## src/rtl/proc_pkg.sv

```systemverilog
// Shared definitions for the 16-bit processor: sequencer states, opcodes,
// ALU function codes and instruction field positions.
package proc_pkg;

   typedef enum logic [3:0] {
      S_INIT   = 4'd0,
      S_FETCH  = 4'd1,
      S_DECODE = 4'd2,
      S_LOAD_A = 4'd3,
      S_LOAD_B = 4'd4,
      S_STORE  = 4'd5,
      S_ADD    = 4'd6,
      S_SUB    = 4'd7,
      S_HALT   = 4'd8
   } state_t;

   localparam logic [3:0] OP_NOOP  = 4'h0;
   localparam logic [3:0] OP_STORE = 4'h1;
   localparam logic [3:0] OP_LOAD  = 4'h2;
   localparam logic [3:0] OP_ADD   = 4'h3;
   localparam logic [3:0] OP_SUB   = 4'h4;
   localparam logic [3:0] OP_HALT  = 4'h5;

   localparam logic [2:0] ALU_PASS = 3'b000;
   localparam logic [2:0] ALU_ADD  = 3'b001;
   localparam logic [2:0] ALU_SUB  = 3'b010;

   localparam int OP_HI     = 15;
   localparam int OP_LO     = 12;
   localparam int LD_ADDR_HI = 11;
   localparam int LD_ADDR_LO = 4;
   localparam int LD_W_HI   = 3;
   localparam int LD_W_LO   = 0;
   localparam int ST_RA_HI  = 11;
   localparam int ST_RA_LO  = 8;
   localparam int ST_ADDR_HI = 7;
   localparam int ST_ADDR_LO = 0;
   localparam int AR_RA_HI  = 11;
   localparam int AR_RA_LO  = 8;
   localparam int AR_RB_HI  = 7;
   localparam int AR_RB_LO  = 4;
   localparam int AR_W_HI   = 3;
   localparam int AR_W_LO   = 0;

endpackage

```

## src/rtl/control_unit.sv

```systemverilog
// Moore sequencer for the 16-bit processor: fetch, decode and multi-cycle
// execute, driving PC, IR, data RAM, register file and ALU select.
//
// state  | meaning
// INIT   | clear PC after reset
// FETCH  | load IR from ROM, bump PC
// DECODE | pick execute state from opcode
// LOAD_A | present RAM address, wait out read latency
// LOAD_B | write RAM data into register file
// STORE  | write register A to RAM
// ADD    | Ra + Rb -> W
// SUB    | Ra - Rb -> W
// HALT   | idle until reset
module control_unit
   import proc_pkg::*;
(
   input  logic        Clk,
   input  logic        Reset,
   input  logic [15:0] IR,
   output logic        PC_clr,
   output logic        PC_up,
   output logic        IR_ld,
   output logic [7:0]  D_addr,
   output logic        D_wr,
   output logic        RF_s,
   output logic [3:0]  RF_W_addr,
   output logic        RF_W_en,
   output logic [3:0]  RF_Ra_addr,
   output logic [3:0]  RF_Rb_addr,
   output logic [2:0]  ALU_s,
   output logic [3:0]  State
);

   state_t state, state_nxt;

   always_ff @(posedge Clk) begin
      if (Reset)
         state <= S_INIT;
      else
         state <= state_nxt;
   end

   always_comb begin
      state_nxt  = state;
      PC_clr     = 1'b0;
      PC_up      = 1'b0;
      IR_ld      = 1'b0;
      D_addr     = 8'h00;
      D_wr       = 1'b0;
      RF_s       = 1'b0;
      RF_W_addr  = 4'h0;
      RF_W_en    = 1'b0;
      RF_Ra_addr = 4'h0;
      RF_Rb_addr = 4'h0;
      ALU_s      = ALU_PASS;

      case (state)
         S_INIT: begin
            PC_clr    = 1'b1;
            state_nxt = S_FETCH;
         end
         S_FETCH: begin
            PC_up     = 1'b1;
            IR_ld     = 1'b1;
            state_nxt = S_DECODE;
         end
         S_DECODE: begin
            case (IR[OP_HI:OP_LO])
               OP_LOAD:  state_nxt = S_LOAD_A;
               OP_STORE: state_nxt = S_STORE;
               OP_ADD:   state_nxt = S_ADD;
               OP_SUB:   state_nxt = S_SUB;
               OP_HALT:  state_nxt = S_HALT;
               default:  state_nxt = S_FETCH;
            endcase
         end
         S_LOAD_A: begin
            D_addr    = IR[LD_ADDR_HI:LD_ADDR_LO];
            RF_s      = 1'b1;
            state_nxt = S_LOAD_B;
         end
         S_LOAD_B: begin
            D_addr    = IR[LD_ADDR_HI:LD_ADDR_LO];
            RF_s      = 1'b1;
            RF_W_addr = IR[LD_W_HI:LD_W_LO];
            RF_W_en   = 1'b1;
            state_nxt = S_FETCH;
         end
         S_STORE: begin
            RF_Ra_addr = IR[ST_RA_HI:ST_RA_LO];
            D_addr     = IR[ST_ADDR_HI:ST_ADDR_LO];
            D_wr       = 1'b1;
            state_nxt  = S_FETCH;
         end
         S_ADD, S_SUB: begin
            RF_Ra_addr = IR[AR_RA_HI:AR_RA_LO];
            RF_Rb_addr = IR[AR_RB_HI:AR_RB_LO];
            RF_W_addr  = IR[AR_W_HI:AR_W_LO];
            RF_W_en    = 1'b1;
            ALU_s      = (state == S_ADD) ? ALU_ADD : ALU_SUB;
            state_nxt  = S_FETCH;
         end
         S_HALT: state_nxt = S_HALT;
         default: state_nxt = S_INIT;
      endcase
   end

   assign State = state;

endmodule

```

## config.mk

```make
export PLATFORM = sky130hd
export DESIGN_NAME = control_unit
export DESIGN_NICKNAME = d
export VERILOG_FILES = /design/src/rtl/proc_pkg.sv /design/src/rtl/control_unit.sv
export SDC_FILE = /design/constraint.sdc
export NUM_CORES = 1
export LEC_CHECK = 0
export CAP_MARGIN = 10
export CORE_ASPECT_RATIO = 1.25
export CORE_MARGIN = 2
export CORE_UTILIZATION = 30
export DETAILED_ROUTE_END_ITERATION = 6
export PLACE_DENSITY = 0.94
export SETUP_SLACK_MARGIN = 0.5
export SLEW_MARGIN = 40
export SYNTH_ARGS = -nofsm -noshare
export SYNTH_HDL_FRONTEND = slang
export SYNTH_SLANG_ARGS = --single-unit
```

## constraint.sdc

```tcl
create_clock -name Clk -period 3.46 [get_ports Clk]
set_input_delay 0.692 -clock Clk [delete_from_list [all_inputs] [get_ports Clk]]
set_output_delay 0.692 -clock Clk [all_outputs]
set_load 0.005 [all_outputs]
```

==> qor.yml <==
run_status:
  status: "complete, no violations"
yosys:
  syn-instance-count: 64
  yosysWarnings: 0
  synthArstFlopShare_pct: 0
  post_synth.cell_area_avg_um2: 7.644
  synth.top_cell.area_share_pct: 16.62
  yosys.area.top_type: "and2_1"
  synth_area_leaders: "and2_1 17%, dfxtp_1 16%, a22o_1 14%"
  yosys_most_used_dff: "dfxtp_1"
  syn-num-nets: 82
  yosys_register_bits: 4
  ys_seq_area_share_pct: 16.37
  synth-edff-count: 0
  synth.cell_area_um2: 489.2
  netlist-cell-type-count: 23
setup_path:
  critPathKind: "flop to output pin"
  crit_arrival_ps: 2130
  crit_fanout: 14
  cp-start-kind: "flop"
  cp-end-kind: "output pin"
  critPathRequiredTime_ps: 2770
timing:
  rsz0062_at_grt: "false"
  min_period_ps: 2818
  fmax_mhz: 354.8
  finClkSkew_ps: 5.076
  hold_viol: 0
  maxSlewViolCount: 0
  setup-tns-final_ps: 0
  setup_viol: 0
  finalCritPeriodShare_pct: 81.45
route:
  drt-pass1-iter-count: 4
  drt-wirelength-per-cell_um: 12.76
  viasPerCell: 5.038
  drt_wl_total_mm: 1.659
  vias: 655
  ant_nets: 0
  drc: 0
  drt_iter0_drc: 6
placement:
  place_area_um2: 972.2
  port_buffers: 49
  gp_congestion: 0.7008
  hpwl_mm: 1.380
floorplan:
  die_x_um: 40.12
  die_h_um: 49.15
  rows: 16
  initial_core_util_pct: 31.74
  core_area_um2: 1541
  die_area_um2: 1972
  io_pins: 51
power:
  leakage_uw: 0.0003626
  internal-power_uw: 135.3
  p_comb_share_pct: 38.3
  vdd_drop_max_uv: 235.1
  power_density_nw_per_um2: 188.3
  p_sw_uw: 52.47
  p_sw_share_pct: 27.94
  power_frac_seq_pct: 29.6
  clockPowerShare_pct: 32.1
final_layout:
  seqCellArea_um2: 80.08
  areaGrowthSynthToFinish_pct: 103.8
  final_nets: 132
  fin_area_um2: 997.2
  layout_commonest_cell: "clkdlybuf4s50_1"
  multi_input_area_um2: 370.4
  largest_reg_flops: 4
  fill_cells: 149
  drive_gt1_share_pct: 6.250
  n_antenna_cell: 0
  mostFrequentLayoutCells: "49 x clkdlybuf4s50_1, 13 x and2_1, 8 x a22o_1, 5 x nand2b_1, 5 x nor2_1"
run:
  max_cap_viol_count: 0
clock_network:
  cts-root-buf: "clkbuf_4"
  cts_buffers: 3
  clockBufferDepth: 2
  insertion_delay_ps: 240
  cts_tree: "yes"
  cts_resized: 0
  cts_hold_buffers: 0
  ctsHtreeMaxLevel: 1
  cts_sinks: 4
  clkTransAtPathRegs_ps: 40
  post-cts-setup-buffers: 0
grt:
  antenna_found_initial: 0
  grt_pass1_vias: 623
  grt_overflow: 0
  track_usage_pct: 17.57
  grt_max_degree: 15
  grt_pass1_wl_mm: 2.518
worst_hold_path:
  hold_path_class: "flop to flop"
==> worst max-delay path, stage by stage (launching register included) <==
cell,delay [ps]
dfxtp_1,430
or3b_1,470
a21oi_4,280
a22o_1,180
clkdlybuf4s50_1,510
==> power groups by stage <==
| stage | Sequential [µW] | Clock, µW | Combinational, µW |
|---|---|---|---|
| after floorplan | 51.7 | 0 | 30.8 |
| after global placement | 55.4 | 0 | 71.3 |
| after detailed placement | 56.2 | 0 | 71.9 |
| after CTS | 55.3 | 61.5 | 72.3 |
| after global routing | 55.9 | 62.2 | 78.1 |
| final | 55.5 | 60.3 | 71.9 |
==> Yosys cell counts, types with 2 or more instances <==
library cell / instances
and2_1: 13
a22o_1: 8
or3b_1: 2
nand3b_1: 2
inv_1: 3
o21a_1: 3
nor2_1: 6
nor3_1: 2
a21oi_1: 3
nand2b_1: 5
buf_4: 2
dfxtp_1: 4
==> cell families (layout without fill, tap and decap cells) <==
family                 Yosys count  after routing  share of synthesized area [%]
other                            1              1                         0.7665
buffers and inverters            7             55                          8.438
XOR/XNOR                         1              1                          1.791
AO/OA/AOI/OAI                   18             18                          32.48
flip-flops                       4              4                          16.37
AND/OR/NAND/NOR                 33             33                          40.16
==> routing by layer <==
metal | up-vias | track usage (%) | wire length [µm]
li1 | 327 | - | -
met1 | 289 | 16.81 | 614
met2 | 37 | 34.14 | 842
met3 | 2 | 1.370 | 185
met4 | 0 | 6.897 | 16
met5 | - | 0 | 0
==> worst paths after layout <==
| kind | start | to | slack [ps] | cells past startpoint |
|---|---|---|---|---|
| max | State[0] | D_addr[0] | 640 | 4 |
| min | State[2] | State[0] | 610 | 1 |
| max reg2reg | State[3] | State[1] | 2150 | 3 |
| min reg2reg | State[2] | State[0] | 610 | 1 |
==> metrics by stage <==
stage	total power [µW]	std cells	worst slack, ps	util [%]	hold slack (ps)
final	187.8	130	641.8	64.69	609.2
after global routing	196.3	130	540.0	64.69	631.2
after CTS	189.2	130	621.6	64.53	603.4
after detailed placement	128.1	127	878.3	63.07	592.3
after global placement	126.7	127	893.6	63.07	565.8
after floorplan	82.53	64	1505	-	557.0
==> cell type report <==
class                      count  share of cell area, %
inverter                       3                  1.129
clock buffer                   3                  2.258
tap                           18                  2.258
timing repair buffer          49                  49.18
sequential                     4                  8.030
multi-input combinational     53                  37.14
Power figures use the tool's default switching activity.
